<file path="src/rtl/alarm_clock_multi.sv">
// rtl/alarm_clock_multi.sv - 24 h BCD clock with NUM_ALARMS alarm slots, snooze and ring timeout
// Time and slots are stored in binary; BCD conversion happens only on the output side.
module alarm_clock_multi #(
    parameter int CLK_DIV      = 10,
    parameter int NUM_ALARMS   = 4,
    parameter int SEL_W        = 2,
    parameter int SNOOZE_MIN   = 5,
    parameter int RING_MAX_MIN = 10
) (
    input  logic                  clk,
    input  logic                  reset,
    input  logic [1:0]            H_in1,
    input  logic [3:0]            H_in0,
    input  logic [3:0]            M_in1,
    input  logic [3:0]            M_in0,
    input  logic                  LD_time,
    input  logic                  LD_alarm,
    input  logic [SEL_W-1:0]      al_sel,
    input  logic [NUM_ALARMS-1:0] AL_ON,
    input  logic                  STOP_al,
    input  logic                  SNOOZE,
    output logic                  Alarm,
    output logic [SEL_W-1:0]      alarm_id,
    output logic                  snoozed,
    output logic                  ld_err,
    output logic                  tick_1s,
    output logic [1:0]            H_out1,
    output logic [3:0]            H_out0,
    output logic [3:0]            M_out1,
    output logic [3:0]            M_out0,
    output logic [3:0]            S_out1,
    output logic [3:0]            S_out0
);
    localparam int PS_W  = $clog2(CLK_DIV);
    localparam int CNT_W = 12;
    localparam logic [CNT_W-1:0] RING_LOAD = CNT_W'(RING_MAX_MIN * 60);
    localparam logic [CNT_W-1:0] SNZ_LOAD  = CNT_W'(SNOOZE_MIN * 60);

    typedef enum logic [1:0] {IDLE, RINGING, SNOOZED} state_t;

    state_t           r_state;
    logic [PS_W-1:0]  r_ps;
    logic [4:0]       r_hour;
    logic [5:0]       r_min, r_sec;
    logic [4:0]       r_al_h [NUM_ALARMS];
    logic [5:0]       r_al_m [NUM_ALARMS];
    logic [SEL_W-1:0] r_id;
    logic [CNT_W-1:0] r_ring_cnt, r_snz_cnt;
    logic             r_alarm, r_snoozed, r_ld_err;

    logic [5:0] w_in_hour;
    logic [7:0] w_in_min;
    logic       w_valid, w_ld_t, w_ld_a, w_tick;
    logic       w_sec_wrap, w_min_wrap, w_carry, w_hit, w_id_on;
    logic [5:0] w_nx_min;
    logic [4:0] w_nx_hour;
    logic [SEL_W-1:0] w_hit_id;
    logic [4:0] w_h_tens, w_h_units;
    logic [5:0] w_m_tens, w_m_units, w_s_tens, w_s_units;

    assign w_in_hour = {4'b0, H_in1} * 6'd10 + {2'b0, H_in0};
    assign w_in_min  = {4'b0, M_in1} * 8'd10 + {4'b0, M_in0};
    assign w_valid   = (H_in0 <= 4'd9) && (M_in1 <= 4'd5) && (M_in0 <= 4'd9) && (w_in_hour <= 6'd23);
    assign w_ld_t    = LD_time && w_valid;
    assign w_ld_a    = LD_alarm && w_valid;
    assign w_tick    = (r_ps == PS_W'(CLK_DIV - 1));

    assign w_sec_wrap = (r_sec == 6'd59);
    assign w_min_wrap = (r_min == 6'd59);
    assign w_nx_min   = w_sec_wrap ? (w_min_wrap ? 6'd0 : r_min + 6'd1) : r_min;
    assign w_nx_hour  = (w_sec_wrap && w_min_wrap) ? ((r_hour == 5'd23) ? 5'd0 : r_hour + 5'd1) : r_hour;
    // A load in the same cycle wins over the tick, so it can never raise an alarm.
    assign w_carry    = w_tick && w_sec_wrap && !w_ld_t;
    assign w_id_on    = AL_ON[r_id];

    always_comb begin
        w_hit    = 1'b0;
        w_hit_id = '0;
        for (int i = NUM_ALARMS - 1; i >= 0; i--) begin
            if (AL_ON[i] && r_al_h[i] == w_nx_hour && r_al_m[i] == w_nx_min) begin
                w_hit    = 1'b1;
                w_hit_id = SEL_W'(i);
            end
        end
    end

    always_ff @(posedge clk) begin
        if (reset) begin
            r_ps     <= '0;
            r_hour   <= '0;
            r_min    <= '0;
            r_sec    <= '0;
            r_ld_err <= 1'b0;
            for (int i = 0; i < NUM_ALARMS; i++) begin
                r_al_h[i] <= '0;
                r_al_m[i] <= '0;
            end
        end else begin
            r_ld_err <= (LD_time || LD_alarm) && !w_valid;
            if (w_ld_t) begin
                r_hour <= w_in_hour[4:0];
                r_min  <= w_in_min[5:0];
                r_sec  <= '0;
                r_ps   <= '0;
            end else begin
                r_ps <= w_tick ? '0 : r_ps + PS_W'(1);
                if (w_tick) begin
                    r_sec  <= w_sec_wrap ? 6'd0 : r_sec + 6'd1;
                    r_min  <= w_nx_min;
                    r_hour <= w_nx_hour;
                end
            end
            for (int i = 0; i < NUM_ALARMS; i++) begin
                if (w_ld_a && al_sel == SEL_W'(i)) begin
                    r_al_h[i] <= w_in_hour[4:0];
                    r_al_m[i] <= w_in_min[5:0];
                end
            end
        end
    end

    always_ff @(posedge clk) begin
        if (reset) begin
            r_state    <= IDLE;
            r_id       <= '0;
            r_ring_cnt <= '0;
            r_snz_cnt  <= '0;
            r_alarm    <= 1'b0;
            r_snoozed  <= 1'b0;
        end else begin
            case (r_state)
                IDLE: begin
                    if (w_carry && w_hit) begin
                        r_state    <= RINGING;
                        r_id       <= w_hit_id;
                        r_ring_cnt <= RING_LOAD;
                        r_alarm    <= 1'b1;
                    end
                end
                RINGING: begin
                    if (STOP_al || !w_id_on) begin
                        r_state <= IDLE;
                        r_alarm <= 1'b0;
                    end else if (SNOOZE) begin
                        r_state   <= SNOOZED;
                        r_snz_cnt <= SNZ_LOAD;
                        r_alarm   <= 1'b0;
                        r_snoozed <= 1'b1;
                    end else if (w_tick) begin
                        if (r_ring_cnt == CNT_W'(1)) begin
                            r_state <= IDLE;
                            r_alarm <= 1'b0;
                        end
                        r_ring_cnt <= r_ring_cnt - CNT_W'(1);
                    end
                end
                SNOOZED: begin
                    if (STOP_al || !w_id_on) begin
                        r_state   <= IDLE;
                        r_snoozed <= 1'b0;
                    end else if (w_tick) begin
                        if (r_snz_cnt == CNT_W'(1)) begin
                            r_state    <= RINGING;
                            r_ring_cnt <= RING_LOAD;
                            r_alarm    <= 1'b1;
                            r_snoozed  <= 1'b0;
                        end
                        r_snz_cnt <= r_snz_cnt - CNT_W'(1);
                    end
                end
                default: begin
                    r_state   <= IDLE;
                    r_alarm   <= 1'b0;
                    r_snoozed <= 1'b0;
                end
            endcase
        end
    end

    assign w_h_tens  = r_hour / 5'd10;
    assign w_h_units = r_hour % 5'd10;
    assign w_m_tens  = r_min / 6'd10;
    assign w_m_units = r_min % 6'd10;
    assign w_s_tens  = r_sec / 6'd10;
    assign w_s_units = r_sec % 6'd10;

    assign H_out1   = w_h_tens[1:0];
    assign H_out0   = w_h_units[3:0];
    assign M_out1   = w_m_tens[3:0];
    assign M_out0   = w_m_units[3:0];
    assign S_out1   = w_s_tens[3:0];
    assign S_out0   = w_s_units[3:0];
    assign Alarm    = r_alarm;
    assign snoozed  = r_snoozed;
    assign alarm_id = r_id;
    assign ld_err   = r_ld_err;
    assign tick_1s  = w_tick;
endmodule

</file>
<file path="config.mk">
export PLATFORM = sky130hd
export DESIGN_NAME = alarm_clock_multi
export DESIGN_NICKNAME = d
export VERILOG_FILES = /design/src/rtl/alarm_clock_multi.sv
export SDC_FILE = /design/constraint.sdc
export NUM_CORES = 1
export LEC_CHECK = 0
export ABC_AREA = 1
export BUFFER_PORTS_ARGS = -buffer_cell sky130_fd_sc_hd__buf_2
export CORE_AREA = 2 2 109 111
export DETAILED_ROUTE_END_ITERATION = 12
export DIE_AREA = 0 0 111 113
export GPL_TIMING_DRIVEN = 0
export PLACE_DENSITY = 0.88
export SLEW_MARGIN = 20
export SYNTH_ARGS = -nofsm -noshare
export SYNTH_HDL_FRONTEND = slang
export SYNTH_SLANG_ARGS = --single-unit
export TNS_END_PERCENT = 100
</file>
<file path="constraint.sdc">
create_clock -name clk -period 7.1 [get_ports clk]
set_clock_uncertainty 0.15 [all_clocks]
set_input_delay 0.355 -clock clk [delete_from_list [all_inputs] [get_ports clk]]
set_output_delay 0.355 -clock clk [all_outputs]
set_load 0.01 [all_outputs]
</file>
==> flow_metrics.env, run 1 <==
export IMPL_dp_cells=1132
export IMPL_die_w_um=111
export IMPL_drive_gt1_share_pct=14.0
export IMPL_drc=0
export IMPL_cts_tree="built"
export IMPL_status="complete, no violations"
export IMPL_post_cts_buffers=0
export IMPL_cp_depth=12
export IMPL_crit_slowest_cell="dfxtp_1"
export IMPL_slew_limit_headroom_pct=45.5
export IMPL_postSynthAreaPerCell_um2=7.13
export IMPL_synth_warnings=0
export IMPL_slowest_delay_ns=0.47
export IMPL_post_route_min_period_ns=3.24
export IMPL_synth_area_um2=6680
export IMPL_final_common_cell="nand2_1"
export IMPL_cp_start_kind="flop"
export IMPL_r2r_slack_ns=4.06
export IMPL_io_pins=54
export IMPL_worstSetupEndpointType="primary output"
export IMPL_synthCells=937
export IMPL_start_util_pct=59.3
export IMPL_wl_per_cell_um=14.0
export IMPL_power_leakage_uw=0.00359
export IMPL_wl_um=16000
export IMPL_clkSlewWorstSetupHoldPaths_ns=0.07
export IMPL_fin_hold_ws_ns=0.0864
export IMPL_fp_dieH_um=113
export IMPL_track_usage_pct=25.8
export IMPL_holdPathStages=2
export IMPL_cts_resized_gates=0
export IMPL_core_area_um2=11300
export IMPL_finalHoldViolCount=0
export IMPL_r2r_start="r_sec[1]"
export IMPL_vdd_drop_max_uv=125
export IMPL_cap_violations=0
export IMPL_path_class="flop to primary output"
export IMPL_placed_area_um2=7120
export IMPL_cts_hold_buf=0
export IMPL_cts_root_buf="clkbuf_16"
export IMPL_rr_worst_depth=20
export IMPL_grt_max_degree=16
export IMPL_path_delay_family="compound AO/OA/AOI/OAI gates"
export IMPL_cpMostUsedCell="nand2_1"
export IMPL_rsz0062_at_grt="false"
export IMPL_grt_pass1_wl_um=26500
export IMPL_grt_remaining_overflow=0
export IMPL_slew_viol_final=0
export IMPL_dr_pass1_iters=6
export IMPL_cts_htree_levels=3
export IMPL_num_antenna_cells=0
export IMPL_r2r_end="r_ring_cnt[8]"
export IMPL_ys_seq_area_share_pct=35.3
export IMPL_via_per_inst=5.48
export IMPL_cts_sinks=96
export IMPL_crit_fanout=8
export IMPL_finalSetupViolCount=0
export IMPL_timing_fmax_mhz=308
export IMPL_fin_tns_setup_ns=0
export IMPL_num_vias=6291
export IMPL_port_buffers=51
export IMPL_clk_latency_ns=0.35
export IMPL_drtIter0Drc=581
export IMPL_crit_arrival_ns=2.74
export IMPL_min_delay_path_class="input pin to flop"
export IMPL_design_area_um2=7430
export IMPL_grt_pass1_vias=5767
export IMPL_crit_required_ns=6.59
export IMPL_crit_path_cell_trace="inv_1, ha_1, a21oi_1, inv_1, o21ai_1, nand2_1, nand2_1, nor3_1, o21ai_1, nand2_1, xor2_1, buf_2"
export IMPL_finalCritPeriodShare_pct=45.7
export IMPL_power_uw=1250
export IMPL_rows=39
export IMPL_gp_congestion=0.948
export IMPL_synth_seq_cells=96
export IMPL_area_growth_syn_to_layout_pct=11.2
export IMPL_layout_cells_non_filler=1148
export IMPL_power_density_nw_per_um2=168
export IMPL_ant_nets=0
export IMPL_hold_start="reset"
export IMPL_worst_pin_slew_ns=0.814
export IMPL_clk_path_buf_depth=2
export IMPL_die_area_um2=12500
export IMPL_nets=1060
export IMPL_numCtsBuffers=9
export IMPL_holdPathEnd="r_hour[2]"
export IMPL_ys_types=46
export IMPL_antenna_found_initial=0
export IMPL_layout_common_cells="nand2_1 (207), nor2_1 (138), inv_1 (126)"
export IMPL_dp_hpwl_um=11800
export IMPL_critical_path_buf_inv_count=3
==> state kept, by name, summed over array words and instances (netlist names) <==
signal,cells
r_ring_cnt,12
Alarm,1
r_ps,4
r_state,2
r_al_h,20
r_hour,5
r_sec,6
alarm_id,2
r_al_m,24
ld_err,1
snoozed,1
r_min,6
r_snz_cnt,12
==> worst register-to-register path, stage by stage, from the launching register on <==
cell and delay (ns):
dfxtp_1 0.48, ha_1 0.31, nand3_2 0.15, nor2_8 0.17, buf_12 0.17, nand3_4 0.11
nand2_4 0.16, nand2_1 0.06, nand2_1 0.05, nand2_1 0.06, nor2_1 0.16, nand2_1 0.13
nor2_2 0.13, nor2_2 0.05, nand2_2 0.08, nand2_4 0.07, nand2_8 0.09, buf_6 0.16
nand3_1 0.08, nand2_1 0.07, nor2_1 0.04
==> metrics by stage <==
stage               worst slack, ns  utilization [%]
finish                         3.86             65.9
global route                   3.66             65.9
CTS                            3.90             65.9
detailed placement             3.83             63.2
global placement               3.86             63.2
floorplan                      4.36                -
==> layer usage <==
metal,part of all wire [%],wire length (um),up-vias,track usage (%)
met2,47,7560,270,44.3
met1,43,6910,2826,33.0
met3,7.5,1200,43,3.96
met4,2.3,361,0,9.50
li1,-,-,3152,-
met5,0,0,-,0
==> worst max-delay path by stage <==
stage	startpoint	end
after floorplan	r_min[3]	M_out0[3]
final	r_min[3]	M_out0[3]
after global routing	r_min[3]	M_out0[3]
after CTS	r_min[3]	M_out0[3]
after detailed placement	H_in1[0]	r_al_h[0][2]
after global placement	H_in1[0]	r_al_h[0][2]
==> power breakdown <==
| part | switching (uW) | internal, uW | leakage [uW] | total, uW |
|---|---|---|---|---|
| clock | 212 | 309 | 0.000148 | 521 |
| combinational | 80.7 | 39.1 | 0.00260 | 120 |
| sequential | 11.2 | 595 | 0.000839 | 606 |
| total | 304 | 943 | 0.00359 | 1250 |
==> cell families after synthesis <==
family / synth area share, %
AO/OA/AOI/OAI: 9.02
XOR/XNOR: 2.75
adder cells (fa/ha/maj): 6.59
buffers and inverters: 9.81
flip-flops: 35.3
multiplexers: 0.150
other: 0.0561
AND/OR/NAND/NOR: 36.3
==> cells in the mapped netlist, drive strengths merged <==
library cell | count | area share, %
ha | 32 | 6.0
nand2 | 236 | 15
o21bai | 1 | 0.11
inv | 133 | 7.5
o22ai | 12 | 1.1
conb | 1 | 0.056
nor3 | 15 | 1.2
clkbuf | 11 | 0.62
edfxtp | 44 | 20
a22oi | 1 | 0.11
mux2i | 1 | 0.15
nand3 | 85 | 7.5
nor2 | 146 | 8.9
a31oi | 7 | 0.66
o211a | 1 | 0.15
clkinv | 1 | 0.075
buf | 13 | 1.6
nand4 | 16 | 1.5
xnor2 | 7 | 0.92
o21ai | 42 | 3.1
o21a | 1 | 0.11
o211ai | 1 | 0.11
nor3b | 2 | 0.22
fa | 2 | 0.60
a211oi | 2 | 0.22
nand3b | 13 | 1.5
xor2 | 14 | 1.8
dfxtp | 52 | 16
a21oi | 40 | 3.3
or2 | 5 | 0.47
==> area by class of cell <==
class                      count  area, um^2
tap                          143         179
fill                         940        3840
timing repair buffer          51         255
clock buffer                  11         233
clock inverter                 5        80.1
multi-input combinational    684        3670
buffer                        24         151
inverter                     134         504
sequential                    96        2360
Power figures use the tool's default switching activity.
==> run 2, diff against run 1 <==
Settings changed: ABC_AREA 1 to 0, CORE_AREA 2 2 109 111 to 2 2 115 117, DIE_AREA 0 0 111 113 to 0 0 117 119, PLACE_DENSITY 0.88 to 0.84.
Clock period 7.1 ns to 2.8 ns, I/O delays scaled along.
==> run 2 against run 1 <==
The flow now finishes with violations (negative hold slack, negative setup slack); critical path depth decreased by 1; sequential power grew to 2.6 times the previous value; die area up 11%; utilization grew 1.5 points; register-to-register slack got worse by 4.6 ns; worst setup slack worse by 4.4 ns; total power increased to 2.6 times the previous value; first-iteration DRC count grew 62%; sequential share of layout area fell by 4.3 points; global-route usage increased by 5.3 points; largest cell class unchanged; highest routed layer unchanged.
==> flow_metrics.env, run 2 <==
export IMPL_rr_worst_depth=11
export IMPL_num_antenna_cells=0
export IMPL_holdPathEnd="r_state[1]"
export IMPL_antenna_found_initial=0
export IMPL_netlist_top_cells_area="edfxtp_1 (19%), dfxtp_1 (15%), xnor2_1 (6.5%)"
export IMPL_grt_remaining_overflow=0
export IMPL_slew_viol_final=0
export IMPL_postSynthAreaPerCell_um2=8.69
export IMPL_synth_top_area_share_pct=19.5
export IMPL_crit_fanout=6
export IMPL_cts_root_buf="clkbuf_16"
export IMPL_synth_top_flop_cell="dfxtp_1"
export IMPL_final_common_cell="nor2_1"
export IMPL_fp_dieH_um=119
export IMPL_status="finished, violations left"
export IMPL_worst_pin_slew_ns=1.04
export IMPL_finalSetupViolCount=24
export IMPL_area_growth_syn_to_layout_pct=28.0
export IMPL_track_usage_pct=31.1
export IMPL_synth_compound_area_share_pct=16.8
export IMPL_cts_tree="built"
export IMPL_start_util_pct=52.7
export IMPL_drc=0
export IMPL_slew_limit_headroom_pct=30.2
export IMPL_die_area_um2=13900
export IMPL_nFillCells=909
export IMPL_grt_pass1_wl_um=33600
export IMPL_yosysTopAreaCell="edfxtp_1"
export IMPL_rows=42
export IMPL_gp_congestion=1.04
export IMPL_async_flop_share_pct=0
export IMPL_port_buffers=50
export IMPL_grt_pass1_vias=6553
export IMPL_fin_util_pct=67.5
export IMPL_dp_hpwl_um=13800
export IMPL_io_pins=54
export IMPL_holdPathStages=3
export IMPL_nets=962
export IMPL_dp_cells=1008
export IMPL_r2r_end="alarm_id[1]"
export IMPL_numCtsBuffers=9
export IMPL_clkSlewWorstSetupHoldPaths_ns=0.08
export IMPL_min_delay_path_class="input pin to flop"
export IMPL_wl_um=22100
export IMPL_rsz0062_at_grt="true"
export IMPL_num_vias=6933
export IMPL_synth_xor_area_share_pct=9.68
export IMPL_vdd_drop_max_uv=362
export IMPL_synth_area_um2=6790
export IMPL_core_area_um2=12900
export IMPL_power_leakage_uw=0.00344
export IMPL_synthMuxAreaShare_pct=2.34
export IMPL_largest_reg_flops=24
export IMPL_ys_types=80
export IMPL_ant_nets=0
export IMPL_via_per_inst=6.40
export IMPL_cts_htree_levels=3
export IMPL_clk_path_buf_depth=2
export IMPL_failed_checks="negative hold slack, negative setup slack"
export IMPL_power_density_nw_per_um2=379
export IMPL_worstSetupEndpointType="flop"
export IMPL_cp_start_kind="flop"
export IMPL_largest_register="r_al_m"
export IMPL_synth_edff_count=44
export IMPL_fin_hold_ws_ns=-0.00177
export IMPL_reg_largest_list="r_al_m (24), r_al_h (20)"
export IMPL_crit_required_ns=2.90
export IMPL_layout_common_cells="nor2_1 (106), buf_4 (59), buf_2 (53)"
export IMPL_finalHoldViolCount=1
export IMPL_r2r_start="r_sec[1]"
export IMPL_yosys_area_share_simple_pct=24.6
export IMPL_hold_start="STOP_al"
export IMPL_finalCritPeriodShare_pct=119
export IMPL_layout_cells_non_filler=1083
export IMPL_synth_most_common_cell="nor2_1"
export IMPL_dr_pass1_iters=8
export IMPL_cts_sinks=96
export IMPL_cap_violations=0
export IMPL_setup_slack_ns=-0.532
export IMPL_synth_top_family_by_area="simple AND/OR/NAND/NOR gates"
export IMPL_synth_warnings=0
export IMPL_die_w_um=117
export IMPL_synth_seq_cells=96
export IMPL_crit_arrival_ns=3.43
export IMPL_yosys_top_cells_count="nor2_1 (107), dfxtp_1 (52), xnor2_1 (50), nand2_1 (46), edfxtp_1 (44)"
export IMPL_timing_fmax_mhz=300
export IMPL_r2r_slack_ns=-0.53
export IMPL_post_route_min_period_ns=3.33
export IMPL_synthAdderAreaFrac_pct=6.49
export IMPL_clk_latency_ns=0.36
export IMPL_wl_per_cell_um=20.4
export IMPL_synthCells=781
export IMPL_drive_gt1_share_pct=28.0
export IMPL_grt_max_degree=19
export IMPL_drtIter0Drc=944
export IMPL_ys_seq_area_share_pct=34.8
export IMPL_path_class="flop to flop"
## run 2: cell count changes in the layout (fill, tap and decap cells not counted), sizes merged, moves of 39 or more
cell	change
xnor2	+43
nand2	-189
buf	+65
inv	-95
nor2	-39
nand3	-65
## run 2: how the worst max path moves through the flow
stage,start,endpoint,slack (ns),depth (start not counted)
2_1_floorplan,r_min[0],alarm_id[1],-0.24,10
3_3_place_gp,r_hour[0],r_ring_cnt[10],-1.21,12
4_1_cts,r_min[1],alarm_id[1],-0.40,10
5_1_grt,r_sec[1],alarm_id[1],-0.61,11
3_5_place_dp,r_hour[0],r_ring_cnt[11],-1.21,12
6_report,r_sec[1],alarm_id[1],-0.53,11
## run 2: stage by stage
step	setup TNS [ns]	power, uW	setup slack [ns]	hold WS (ns)	instance area (um^2)
2_1_floorplan	-1.96	1850	-0.236	0.129	6920
3_3_place_gp	-42.88	1990	-1.21	0.279	7390
3_5_place_dp	-52.22	2010	-1.21	0.282	7390
4_1_cts	-7.27	3220	-0.403	0.00183	8370
5_1_grt	-11.77	3370	-0.612	0.0157	8690
6_report	-9.15	3290	-0.532	-0.00177	8690
## run 2: layout make-up
cell class                      instances  area (um^2)  area share, %
Buffer                                 41          274           3.15
Clock buffer                            9          225           2.59
Clock inverter                          7         62.6          0.720
Inverter                               37          146           1.68
Multi-Input combinational cell        604         4600           52.9
Sequential cell                        96         2390           27.5
Tap cell                              176          220           2.53
Timing Repair Buffer                  113          772           8.88
## run 2: worst max-delay path, cell delays in order (launching register included)
cell and delay, ns:
dfxtp_4 0.36, ha_4 0.16, and3_1 0.28, nand4_1 0.25, buf_4 0.24, nand3_1 0.12, o2111ai_2 0.15, or4_1 0.41
or4_4 0.48, nand4_4 0.19, nand3_4 0.11, mux2_4 0.32
## run 2: what timing repair did
action                                  CTS  global route
endpoints found under the setup margin   75            60
pin swaps                                21            20
gates cloned                              0             1
hold buffers                              2             0
endpoints found under the hold margin     1             0
resized for setup                        75            48
setup buffers                            42            18
## run 2: cell families (layout without fill, tap and decap cells)
| kind of cell | Yosys count | after routing |
|---|---|---|
| AND/OR/NAND/NOR | 313 | 313 |
| AO/OA/AOI/OAI | 166 | 166 |
| flip-flops | 96 | 96 |
| buffers and inverters | 82 | 207 |
| XOR/XNOR | 75 | 75 |
| adder cells (fa/ha/maj) | 34 | 34 |
| multiplexers | 14 | 14 |
| other | 1 | 2 |
## run 2: power breakdown
| group | switching, uW | total [uW] | internal [uW] |
|---|---|---|---|
| combinational | 325 | 521 | 196 |
| sequential | 48.0 | 1560 | 1510 |
| clock | 594 | 1210 | 620 |
| total | 968 | 3290 | 2320 |
## run 2: routing by layer
layer | vias to the layer above | share of wire, % | global-route usage, %
li1 | 3055 | - | -
met5 | - | 0 | 0
met1 | 3199 | 37 | 40.6
met3 | 139 | 11 | 6.72
met4 | 0 | 5.8 | 15.1
met2 | 540 | 46 | 48.5
==> run 3, diff against run 2 <==
Settings changed: SKIP_LAST_GASP set to 1.
==> run 3 against run 2 <==
The run ends with negative setup slack left; hold slack gained 0.011 ns; routed wire length grew 0.37%; utilization is 0.86 points lower; non-clock buffer count decreased by 8; fmax is 3.2% lower; clock power is essentially flat; sequential cell count unchanged; sequential share of layout area up 0.34 points; final area decreased by 1.3%; critical path depth is 2 higher; worst setup slack worse by 0.11 ns; final cell count down 0.74%; critical endpoint is now alarm_id[0]; largest power group unchanged.
==> flow_metrics.env, run 3 (same netlist as run 2, synthesis figures left out) <==
export IMPL_status="finished, violations left"
export IMPL_failed_checks="negative setup slack"
export IMPL_die_area_um2=13900
export IMPL_critPathLaunch="r_sec[2]"
export IMPL_slew_limit_headroom_pct=34.6
export IMPL_grt_busiest_layer="met2"
export IMPL_path_class="flop to flop"
export IMPL_grt_pass1_wl_um=33400
export IMPL_power_frac_comb_pct=15.6
export IMPL_finalCritPeriodShare_pct=123
export IMPL_cts_htree_levels=3
export IMPL_grt_remaining_overflow=0
export IMPL_track_usage_pct=30.9
export IMPL_grt_pass1_vias=6532
export IMPL_start_util_pct=52.7
export IMPL_p_sw_uw=956
export IMPL_rsz0062_at_grt="true"
export IMPL_dr_pass1_iters=8
export IMPL_num_antenna_cells=0
export IMPL_reg_largest_list="r_al_m (24), r_al_h (20)"
export IMPL_cts_sinks=96
export IMPL_die_w_um=117
export IMPL_power_density_nw_per_um2=382
export IMPL_core_area_um2=12900
export IMPL_drc=0
export IMPL_min_delay_path_class="input pin to flop"
export IMPL_timing_fmax_mhz=291
export IMPL_port_buffers=50
export IMPL_final_common_cell="nor2_1"
export IMPL_p_seq_share_pct=47.5
export IMPL_r2r_end="alarm_id[0]"
export IMPL_largest_reg_flops=24
export IMPL_grtUsageMet1_pct=40.3
export IMPL_grt_use_met3_pct=6.67
export IMPL_cts_tree="built"
export IMPL_drive_gt1_share_pct=27.1
export IMPL_use_met2_pct=48.1
export IMPL_fp_dieH_um=119
export IMPL_dp_hpwl_um=13800
export IMPL_worst_pin_slew_ns=0.974
export IMPL_antenna_found_initial=0
export IMPL_critPathCapture="alarm_id[0]"
export IMPL_rows=42
export IMPL_power_leakage_uw=0.00338
export IMPL_finalSetupViolCount=24
export IMPL_area_growth_syn_to_layout_pct=26.4
export IMPL_largest_register="r_al_m"
export IMPL_fin_tns_setup_ns=-10.32
export IMPL_gp_congestion=1.04
export IMPL_vdd_drop_max_uv=382
export IMPL_crit_fanout=10
export IMPL_slew_viol_final=0
export IMPL_placed_area_um2=7390
export IMPL_pwr_share_clk_pct=36.8
export IMPL_numCtsBuffers=9
export IMPL_layout_cells_non_filler=1075
export IMPL_io_pins=54
export IMPL_clkSlewWorstSetupHoldPaths_ns=0.08
export IMPL_wl_per_cell_um=20.6
export IMPL_rr_worst_depth=13
export IMPL_wl_um=22200
export IMPL_worstSetupEndpointType="flop"
export IMPL_ant_nets=0
export IMPL_finalHoldViolCount=0
export IMPL_dpl_worst_slack_ns=-1.21
export IMPL_crit_required_ns=2.92
export IMPL_setup_slack_ns=-0.641
export IMPL_clk_latency_ns=0.35
export IMPL_dp_cells=1008
export IMPL_cp_start_kind="flop"
export IMPL_nets=954
export IMPL_num_vias=6901
export IMPL_r2r_slack_ns=-0.64
export IMPL_grt_max_degree=19
export IMPL_post_route_min_period_ns=3.44
export IMPL_netSwitchingFraction_pct=29.2
export IMPL_cts_root_buf="clkbuf_16"
export IMPL_layout_common_cells="nor2_1 (107), buf_4 (58), buf_2 (51)"
export IMPL_drtIter0Drc=961
export IMPL_crit_arrival_ns=3.56
export IMPL_via_per_inst=6.42
export IMPL_clk_path_buf_depth=2
export IMPL_p_int_uw=2320
export IMPL_cap_violations=0
export IMPL_power_uw=3280
export IMPL_design_area_um2=8580
export IMPL_r2r_start="r_sec[2]"
-- run 3: changes by cell type in the layout (fill, tap and decap cells not counted), sizes merged --
cell / change
buf: -8
-- run 3: area by class of cell --
cell class,count,area (um^2)
multi-input combinational,604,4560
buffer,41,275
clock buffer,9,225
fill,941,4300
tap,176,220
timing repair buffer,105,702
clock inverter,7,62.6
sequential,96,2390
inverter,37,146
-- run 3: metal layers --
metal / routed length (um) / vias up
met5: 0 / -
met3: 2610 / 132
li1: - / 3048
met4: 1300 / 0
met2: 10200 / 550
met1: 8060 / 3171
-- run 3: power by group through the flow --
stage / Sequential (uW) / Clock (uW) / Combinational (uW)
final: 1560 / 1210 / 513
after global routing: 1560 / 1260 / 543
after CTS: 1550 / 1200 / 459
after detailed placement: 1590 / 0 / 422
after global placement: 1580 / 0 / 410
after floorplan: 1570 / 0 / 277
-- run 3: how the worst min path moves through the flow --
stage	cells after the start	slack, ns	startpoint	endpoint
after detailed placement	3	0.28	LD_alarm	ld_err
after CTS	3	0.002	M_in0[0]	r_min[0]
final	3	0.009	STOP_al	r_state[1]
after floorplan	2	0.13	M_in0[0]	r_min[0]
after global routing	3	0.02	H_in0[0]	r_hour[0]
after global placement	3	0.28	LD_alarm	ld_err
-- run 3: repair_timing --
item | 4_1_cts | 5_1_grt
pin swaps | 21 | 11
setup endpoints to repair | 75 | 120
hold endpoints to repair | 1 | 0
hold buffers | 2 | 0
resized for setup | 70 | 46
setup buffers | 42 | 11
-- run 3: critical path: stages, from the launching register on --
cell and delay, ns:
dfxtp_1 0.31, buf_4 0.16, nand4b_1 0.40, nor4_4 0.47, mux2i_4 0.34, buf_4 0.15
xnor2_1 0.07, nor4_2 0.30, nand4_1 0.17, buf_4 0.21, nand4_4 0.16, nand3_4 0.10
buf_4 0.18, mux2i_1 0.18
-- run 3: stage by stage --
step                hold WS [ns]  util [%]
floorplan                  0.129         -
CTS                      0.00183      64.7
detailed placement         0.282      57.4
global route              0.0174      66.6
finish                   0.00914      66.6
global placement           0.279      57.4
